$ cat src/rtl/load_store_unit.sv
// Load/store unit: turns EX-stage memory requests into single-beat bus
// transactions with byte lanes, load alignment and a bus timeout.
// Optional feature macro: LSU_MISALIGN_TRAP_EN (trap misaligned half/word accesses).
module load_store_unit #(
    parameter int unsigned TIMEOUT = 255
) (
    input  logic        clk,
    input  logic        rst_n,
    input  logic        req_valid,
    output logic        req_ready,
    input  logic        req_we,
    input  logic [1:0]  req_size,
    input  logic        req_unsigned,
    input  logic [31:0] req_addr,
    input  logic [31:0] req_wdata,
    output logic        mem_valid,
    input  logic        mem_ready,
    output logic [31:0] mem_addr,
    output logic        mem_we,
    output logic [3:0]  mem_be,
    output logic [31:0] mem_wdata,
    input  logic        mem_rvalid,
    input  logic [31:0] mem_rdata,
    output logic        ld_valid,
    output logic [31:0] ld_data,
    output logic [2:0]  ld_trim_ctl,
    output logic        busy,
    output logic        err
);

    typedef enum logic [1:0] {IDLE, ISSUE, WAIT} state_t;

    localparam logic [7:0] CNT_LAST = 8'(TIMEOUT - 1);

    state_t      state, state_next;
    logic [7:0]  cnt;
    logic [1:0]  off;
    logic [2:0]  trim;
    logic [1:0]  acc_off;
    logic [3:0]  acc_be;
    logic [31:0] acc_wdata;
    logic [2:0]  acc_trim;
    logic        trap;
    logic        timed_out;

    assign req_ready = (state == IDLE);
    assign busy      = (state != IDLE);
    assign mem_valid = (state == ISSUE);
    assign timed_out = (state != IDLE) && (cnt == CNT_LAST);

`ifdef LSU_MISALIGN_TRAP_EN
    logic misalign;
    assign misalign = ((req_size == 2'b01) && req_addr[0]) ||
                      (req_size[1] && (req_addr[1:0] != 2'b00));
    assign trap = misalign;
`else
    assign trap = 1'b0;
`endif

    // Request decode: lane offset (masked for half/word), enables, replicated data, extender code
    always_comb begin
        acc_off   = 2'b00;
        acc_be    = 4'b1111;
        acc_wdata = req_wdata;
        acc_trim  = 3'b000;
        case (req_size)
            2'b00: begin
                acc_off   = req_addr[1:0];
                acc_be    = 4'b0001 << req_addr[1:0];
                acc_wdata = {4{req_wdata[7:0]}};
                acc_trim  = req_unsigned ? 3'b011 : 3'b010;
            end
            2'b01: begin
                acc_off   = {req_addr[1], 1'b0};
                acc_be    = 4'b0011 << {req_addr[1], 1'b0};
                acc_wdata = {2{req_wdata[15:0]}};
                acc_trim  = req_unsigned ? 3'b100 : 3'b001;
            end
            default: ;
        endcase
    end

    always_ff @(posedge clk or negedge rst_n) begin
        if (!rst_n) state <= IDLE;
        else        state <= state_next;
    end

    always_comb begin
        state_next = state;
        case (state)
            IDLE:    if (req_valid && !trap) state_next = ISSUE;
            ISSUE: begin
                if (timed_out)      state_next = IDLE;
                else if (mem_ready) state_next = mem_we ? IDLE : WAIT;
            end
            WAIT:    if (timed_out || mem_rvalid) state_next = IDLE;
            default: state_next = IDLE;
        endcase
    end

    // Timeout wins over a simultaneous mem_rvalid, so a late response never produces ld_valid
    always_ff @(posedge clk or negedge rst_n) begin
        if (!rst_n) begin
            cnt         <= '0;
            off         <= '0;
            trim        <= '0;
            mem_addr    <= '0;
            mem_we      <= 1'b0;
            mem_be      <= '0;
            mem_wdata   <= '0;
            ld_valid    <= 1'b0;
            ld_data     <= '0;
            ld_trim_ctl <= '0;
            err         <= 1'b0;
        end else begin
            err      <= 1'b0;
            ld_valid <= 1'b0;
            if (state != IDLE) cnt <= cnt + 8'd1;
            if (state == IDLE && req_valid) begin
                if (trap) begin
                    err <= 1'b1;
                end else begin
                    cnt       <= '0;
                    off       <= acc_off;
                    trim      <= acc_trim;
                    mem_addr  <= {req_addr[31:2], 2'b00};
                    mem_we    <= req_we;
                    mem_be    <= acc_be;
                    mem_wdata <= acc_wdata;
                end
            end
            if (timed_out) begin
                err <= 1'b1;
            end else if (state == WAIT && mem_rvalid) begin
                ld_valid    <= 1'b1;
                ld_data     <= mem_rdata >> {off, 3'b000};
                ld_trim_ctl <= trim;
            end
        end
    end

endmodule

$ cat config.mk
export PLATFORM = sky130hd
export DESIGN_NAME = load_store_unit
export DESIGN_NICKNAME = d
export VERILOG_FILES = /design/src/rtl/load_store_unit.sv
export SDC_FILE = /design/constraint.sdc
export NUM_CORES = 1
export LEC_CHECK = 0
export CAP_MARGIN = 40
export CORE_MARGIN = 5
export CORE_UTILIZATION = 25
export CTS_BUF_LIST = sky130_fd_sc_hd__clkbuf_16
export DETAILED_ROUTE_END_ITERATION = 16
export GPL_TIMING_DRIVEN = 0
export PLACE_DENSITY = 0.51
export SYNTH_ARGS = -nofsm -noshare
export SYNTH_HDL_FRONTEND = slang
export SYNTH_SLANG_ARGS = --single-unit
$ cat constraint.sdc
create_clock -name clk -period 2.1 [get_ports clk]
set_clock_uncertainty 0.05 [all_clocks]
set_input_delay 0.42 -clock clk [delete_from_list [all_inputs] [get_ports clk]]
set_output_delay 0.42 -clock clk [all_outputs]
set_load 0.01 [all_outputs]
=== Yosys cells after proc, flatten, opt, wreduce, memory -nomap -nowiden ===
Cells that the tools add are included.

* $add $sub $neg: 1
* Equality and inequality tests: 7
* Shift-type cells: 3
* Muxes and demuxes: 17
* Bitwise logic cells: 1
* Reductions and logical operators: 10

{| class="wikitable"
|+ Operator list
! cell !! count
|-
| $pmux W32 S2 || 1
|-
| $shr A32 B5 Y32 || 1
|-
| $mux W8 || 2
|-
| $mux W2 || 5
|-
| $add A8 B1 Y8 const B || 1
|-
| $eq A8 B8 Y1 const B || 1
|-
| $pmux W4 S2 || 1
|-
| $pmux W2 S3 || 1
|-
| $pmux W3 S2 || 1
|-
| $eq A2 B1 Y1 const B || 2
|-
| $logic_not A2 Y1 || 2
|-
| $mux W1 || 4
|-
| $ne A2 B2 Y1 const B || 2
|-
| $pmux W2 S2 || 1
|-
| $reduce_bool A2 Y1 || 2
|-
| $shl A1 B2 Y4 const A || 1
|-
| $shl A2 B2 Y4 const A || 1
|-
| $logic_and A1 B1 Y1 || 3
|-
| $mux W3 || 1
|-
| $ne A3 B1 Y1 const B || 1
|-
| $reduce_and A3 Y1 || 1
|-
| $eq A2 B2 Y1 const B || 1
|-
| $reduce_and A2 Y1 || 1
|-
| $logic_or A1 B1 Y1 || 1
|-
| $not A1 Y1 || 1
|}

* Bits in registers: 119
* Bits of input ports: 105
* Output and inout bits: 109
* Word-level logic and storage cells: 51

=== Logic depth before layout (Yosys ltp) ===
Gate-level depths: netlist of the first run.

* Depth in word-level cells: 5
* Mapped depth: 7

=== Least setup slack after synthesis of the first run ===
No wires, ideal clock.

* Path type: reg2reg
* Start point: reg cnt[0]
* End point: reg ld_data[10]
* Library setup time: 125 ps
* Arrival: 1498 ps
* Data required time: 1925 ps
* Slack: 427 ps
* Stages on the path, launching flop included: 8
* Buffers on the path: 2
* Period minus slack after synthesis: 1673 ps
* Cell sequence: dfrtp_1 > inv_1 > ha_1 > nand3_1 > o2111a_1 > buf_6 > buf_12 > mux2_4

* Word-level cells in the longest chain between the ends: 4

{| class="wikitable"
|+ RTL lines
! what !! RTL line !! RTL
|-
| start, declared || 36 || <nowiki>logic [7:0] cnt;</nowiki>
|-
| start signal, assigned || 118 || <nowiki>if (state != IDLE) cnt <= cnt + 8'd1;</nowiki>
|-
| $eq A8 B8 Y1 || 49 || <nowiki>assign timed_out = (state != IDLE) && (cnt == CNT_LAST);</nowiki>
|-
| $logic_and A1 B1 Y1 || 49 ||
|-
| $not A1 Y1 (no source line) || - ||
|-
| $reduce_and A2 Y1 (no source line) || - ||
|-
| end signal, assigned || 136 || <nowiki>ld_data <= mem_rdata >> {off, 3'b000};</nowiki>
|-
| end, declared || 25 || <nowiki>output logic [31:0] ld_data,</nowiki>
|}

Every way passes these cells.
A chain may end at the register's enable or synchronous reset.

=== Final worst setup path of the first run ===
* Start point: reg state[1]
* End point: out busy

* Word-level cells in the longest chain between the ends: 1

{| class="wikitable"
|+ RTL lines
! what !! RTL line !! RTL
|-
| start, declared || 35 || <nowiki>state_t state, state_next;</nowiki>
|-
| start signal, assigned || 85 || <nowiki>else state <= state_next;</nowiki>
|-
| $reduce_bool A2 Y1 || 47 || <nowiki>assign busy = (state != IDLE);</nowiki>
|-
| end, declared || 27 || <nowiki>output logic busy,</nowiki>
|}

Every way passes these cells.

==> impl_metrics.yaml, run 1 <==
timing:
  rsz0062_at_grt: "false"
  max_freq_mhz: 506
  finalCritPeriodShare_pct: 94.2
  hold_viol_final: 0
  relSlewSlack_pct: 56.0
  setup_tns_ns: 0
  worst_pin_slew_ns: 0.660
  finalSetupViolations: 0
  fin_crit_ns: 1.98
  slew_viol_final: 0
  timing.final.ws_setup_ns: 0.123
run_status:
  status: "complete, no violations"
route:
  wl_per_cell_um: 18.8
  post_drt_via_cell_ratio: 4.42
  dr.pass1.iters: 4
  ant_nets: 0
  drcViolationCount: 0
  vias: 4294
  routed_wirelength_mm: 18.2
  drt-initial-drc-count: 152
final_layout:
  fin_cells: 972
  area_growth_pct: 53.9
  diodes: 0
  fin_nets: 782
  fill_cells: 2176
  utilization_pct: 39.1
  drive_gt1_share_pct: 19.1
worst_setup_path:
  r2r-start: "state[1]$_DFFE_PN0P_"
  reg2regPathDepth: 6
  regToRegSetupSlack_ns: 0.25
  startpoint_type: "register"
  arrival_ns: 1.51
  path_max_fanout: 9
  critical_path_required_ns: 1.63
  r2r_end: "mem_wdata[15]$_DFFE_PN0P_"
  cp-end-kind: "output pin"
  critical_path_class: "register to output pin"
floorplanning:
  die_x_um: 162
  rows: 55
  die_area_mm2: 0.0261
  core_mm2: 0.0226
  initial_core_util_pct: 25.4
  die_h_um: 162
  ioPinCount: 214
global_routing:
  grt_util_all_layers_pct: 14.2
  grt_pass1_vias: 4862
  overflow: 0
  grt_max_degree: 79
  antenna_found_initial: 0
  grt_pass1_wl_mm: 28.8
clocking:
  insertion_delay_ns: 0.40
  cts_tree: "done"
  cts_buffer_depth: 2
  clock_sinks: 119
  cts_root_buf: "clkbuf_16"
  path_clk_slew_ns: 0.06
  postCtsSetupBuffers: 0
  cts_buffers: 17
  cts.htree.levels: 4
job:
  cap_violations: 0
synthesis:
  ys_async_sr_fraction_pct: 100
  synth-edff-count: 0
  yosysMostFrequentCell: "dfrtp_1"
  syn_inst: 444
  ys.flop_type: "dfrtp_1"
  yosys_register_bits: 119
  yosysWarnings: 0
  synthesis.area_mm2: 0.00575
  synth_cell_type_count: 36
  synth_area_leaders: "dfrtp_1 (52%), mux2_4 (18%), mux2i_1 (11%), nand2_1 (3.1%), o21ai_0 (3.0%)"
  yosysTopAreaCellShare_pct: 51.8
  syn_avg_cell_area_um2: 12.9
  yosysSeqAreaShare_pct: 51.8
  synth_top_cell_by_area: "dfrtp_1"
  yosys-top-cells-count: "dfrtp_1 (119), mux2_4 (68), mux2i_1 (64)"
power_and_ir_drop:
  finalPower_uw: 13000
  p_per_area_mw_per_mm2: 1470
  p_leak_uw: 0.00387
  vdd_ir_drop_max_mv: 0.585
hold_path:
  worstHoldPathCells: 2
  hold_class: "register to register"
  min_to: "trim[0]$_DFFE_PN0P_"
  hold_start: "trim[0]$_DFFE_PN0P_"
placement:
  globalplace.congestion: 0.854
  dp_cells: 940
  hpwl_mm: 13.7
  numPortBuffers: 209
  place_ws_ns: -0.219
==> report_power, final <==
part           switching [uW]  internal [uW]  leakage [uW]  total [uW]
sequential                674           3370       0.00145        4040
clock                    1140           1870      0.000288        3010
combinational            2410           3520       0.00213        5930
==> timing repair <==
action / 4_1_cts / 5_1_grt
setup endpoints to repair: 3 / 0
hold buffers: 1 / 0
resized for setup: 7 / 0
hold endpoints to repair: 41 / 0
==> per-layer routing <==
| layer | global-route usage [%] | wire length, um | vias up |
|---|---|---|---|
| met3 | 5.72 | 1710 | 11 |
| met4 | 3.92 | 194 | 0 |
| met2 | 22.1 | 8230 | 181 |
| met1 | 18.3 | 8100 | 2079 |
| li1 | - | - | 2023 |
| met5 | 0 | 0 | - |
==> metrics by stage <==
| stage | hold slack [ns] | area, um^2 |
|---|---|---|
| after floorplan | 0.0744 | 5750 |
| after global placement | 0.411 | 8200 |
| after detailed placement | 0.319 | 8230 |
| after CTS | 0.434 | 8850 |
| after global routing | 0.466 | 8850 |
| final | 0.425 | 8850 |
==> worst max-delay path by stage <==
stage,startpoint,end,slack [ns],cells after the start
floorplan,cnt[0]$_DFFE_PN0P_,ld_data[10]$_DFFE_PN0P_,0.43,7
global placement,rst_n,mem_addr[31]$_DFFE_PN0P_,-4.40,1
detailed placement,req_valid,mem_wdata[15]$_DFFE_PN0P_,-0.22,6
CTS,state[1]$_DFFE_PN0P_,busy,0.11,4
global route,state[1]$_DFFE_PN0P_,busy,0.05,4
finish,state[1]$_DFFE_PN0P_,busy,0.12,4
==> cell type report <==
type	count	area, um^2	area share (%)
clock buffer	17	425	4.81
inverter	14	52.6	0.594
sequential	119	2980	33.7
tap	285	357	4.03
clock inverter	14	175	1.98
multi-input combinational	281	2500	28.2
timing repair buffer	211	2130	24.0
buffer	31	233	2.63
==> cell usage in the layout (no fill, tap or decap), drive strengths merged, types with 3 or more instances in the layout <==
cell type / instances
nor2: 14
a21oi: 5
nand3: 6
o2bb2ai: 8
clkinv: 5
o31ai: 5
dlygate4sd2: 3
dfrtp: 119
bufinv: 3
clkdlybuf4s50: 205
clkbuf: 27
o211ai: 3
mux2: 75
o21ai: 34
mux2i: 64
inv: 18
buf: 23
nand2: 47
==> sequential cells by signal, summed over array words and instances (netlist names), 2 cells and up <==
signal	flops
ld_data	32
mem_wdata	32
mem_addr	30
cnt	8
mem_be	4
ld_trim_ctl	3
trim	3
off	2
state	2
==> logic make-up after synthesis <==
| family | count (synthesis) | share of synthesized area, % |
|---|---|---|
| simple gates | 77 | 5.88 |
| mux | 139 | 30.3 |
| compound gates | 60 | 6.42 |
| other cells | 1 | 0.0652 |
| fa+ha+maj | 2 | 0.435 |
| buf+inv | 45 | 4.96 |
| xor+xnor | 1 | 0.152 |
| flops | 119 | 51.8 |
==> critical path, stage by stage, from the launching register on <==
cell and delay [ns]:
dfrtp_1 0.36, buf_2 0.18, nor2_4 0.17, inv_1 0.10
dlygate4sd2_1 0.29
Power figures use the tool's default switching activity.
==> run 2, diff against run 1 <==
--- a/config.mk
+++ b/config.mk
@@ -10,7 +10,7 @@
 export CORE_UTILIZATION = 25
 export CTS_BUF_LIST = sky130_fd_sc_hd__clkbuf_16
 export DETAILED_ROUTE_END_ITERATION = 16
-export GPL_TIMING_DRIVEN = 0
+export GPL_TIMING_DRIVEN = 1
 export PLACE_DENSITY = 0.51
 export SYNTH_ARGS = -nofsm -noshare
 export SYNTH_HDL_FRONTEND = slang
==> run 2 against run 1 <==
  * Clock power shrank 3%
  * Flip-flop and latch count is the same
  * Count of clock-buffer cells in the layout is the same
  * Highest routed layer unchanged
  * Largest power group unchanged
  * Register-to-register slack is essentially flat
  * Critical path type unchanged
  * Setup slack gained 0.094 ns
  * Final cell count shrank 0.51%
==> impl_metrics.yaml, run 2 (synthesis results as in run 1) <==
run_status:
  status: "complete, no violations"
floorplanning:
  rows: 55
  ioPinCount: 214
  initial_core_util_pct: 25.4
  die_area_mm2: 0.0261
  core_mm2: 0.0226
  die_h_um: 162
  die_x_um: 162
placement:
  numPortBuffers: 211
  place_ws_ns: -0.00755
  hpwl_mm: 12.8
  dp_cells: 934
  globalplace.congestion: 0.822
route:
  vias: 4263
  dr.pass1.iters: 4
  post_drt_via_cell_ratio: 4.41
  drcViolationCount: 0
  ant_nets: 0
  routed_wirelength_mm: 17.2
  drt-initial-drc-count: 161
  wl_per_cell_um: 17.8
timing:
  timing.final.ws_setup_ns: 0.216
  hold_ws_ns: 0.421
  hold_viol_final: 0
  finalCritPeriodShare_pct: 89.7
  worst_pin_slew_ns: 0.525
  relSlewSlack_pct: 64.9
  fin_crit_ns: 1.88
  finalSetupViolations: 0
  rsz0062_at_grt: "false"
  max_freq_mhz: 531
  slew_viol_final: 0
worst_setup_path:
  critical_path_required_ns: 1.63
  slowest_stage: "dfrtp_1"
  path_max_fanout: 7
  cp-end-kind: "output pin"
  startpoint_type: "register"
  arrival_ns: 1.41
  cp_slowest_stage_delay_ns: 0.40
  startpoint: "state[0]$_DFFE_PN0P_"
  critical_path_class: "register to output pin"
  r2r-start: "cnt[0]$_DFFE_PN0P_"
  path_cells: "buf_4, nor2b_1, dlygate4sd2_1"
final_layout:
  fill_cells: 2205
  utilization_pct: 39.1
  reg_top3: "ld_data x32, mem_wdata x32, mem_addr x30"
  fin_cells: 967
  fin_nets: 776
  final_cell_mix: "clkdlybuf4s50_1 (207), dfrtp_1 (119), mux2_4 (68)"
  final_common_cell: "clkdlybuf4s50_1"
  multi_input_area_mm2: 0.00250
  regArea_mm2: 0.00298
  diodes: 0
  area_growth_pct: 54.0
  drive_gt1_share_pct: 19.9
global_routing:
  overflow: 0
  grt_util_all_layers_pct: 13.3
  grt_max_degree: 47
  grt_pass1_wl_mm: 27.4
  antenna_found_initial: 0
  grt_pass1_vias: 4771
hold_path:
  hold_class: "input pin to asynchronous set/reset pin"
clocking:
  path_clk_slew_ns: 0.05
  cts_root_buf: "clkbuf_16"
  cts.htree.levels: 4
  insertion_delay_ns: 0.40
  cts_buffers: 17
  cts_buffer_depth: 2
  cts_tree: "done"
  clock_sinks: 119
  postCtsSetupBuffers: 0
job:
  cap_violations: 0
power_and_ir_drop:
  p_leak_uw: 0.00390
  vdd_ir_drop_max_mv: 0.562
  p_per_area_mw_per_mm2: 1450
==> run 2: stage by stage <==
step                      setup TNS [ns]  power (uW)  instance area [um^2]
after floorplan                        0        6960                  5750
after global placement                 0        9940                  8240
after detailed placement         -0.0311       10000                  8240
after CTS                              0       13100                  8850
after global routing                   0       13600                  8850
final                                  0       12800                  8850
==> run 2: power by group <==
| part | total [uW] | internal (uW) | leakage [uW] | switching [uW] |
|---|---|---|---|---|
| Sequential | 4090 | 3370 | 0.00145 | 717 |
| Clock | 2930 | 1850 | 0.000291 | 1080 |
| Combinational | 5830 | 3530 | 0.00215 | 2300 |
==> run 2: path summary, 6_finish.rpt <==
path / end / slack [ns] / cells after the start
min in group clk: trim[2]$_DFFE_PN0P_ / 0.42 / 2
max reg2reg: ld_data[1]$_DFFE_PN0P_ / 0.25 / 6
min reg2reg: trim[2]$_DFFE_PN0P_ / 0.42 / 2
max in group asynchronous: mem_addr[27]$_DFFE_PN0P_ / 0.90 / 3
max: mem_valid / 0.22 / 3
min: ld_data[19]$_DFFE_PN0P_ / 0.42 / 2
==> run 2: repair_timing <==
action	4_1_cts	5_1_grt
endpoints found under the setup margin	3	1
endpoints found under the hold margin	18	0
hold buffers	1	0
resized for setup	4	1
gates cloned	0	0
==> run 2: layout make-up <==
cell class                 count  area share [%]
inverter                      14           0.594
clock inverter                15            1.84
sequential                   119            33.6
clock buffer                  17            4.81
timing repair buffer         236            26.8
multi-input combinational    281            28.2
tap                          285            4.03
==> run 2: metal layers <==
layer / global-route usage, % / wire, um / share of wire (%) / vias up
met5: 0 / 0 / 0 / -
met4: 3.88 / 204 / 1.2 / 0
met1: 18.0 / 8110 / 47 / 2056
met3: 5.79 / 1620 / 9.4 / 14
met2: 19.4 / 7290 / 42 / 188
li1: - / - / - / 2005
==> run 2: critical path, delay by kind of cell (launching register included) <==
kind / cells / cell delay, ns
simple gates: 1 / 0.16
flops: 1 / 0.40
buf+inv: 2 / 0.46
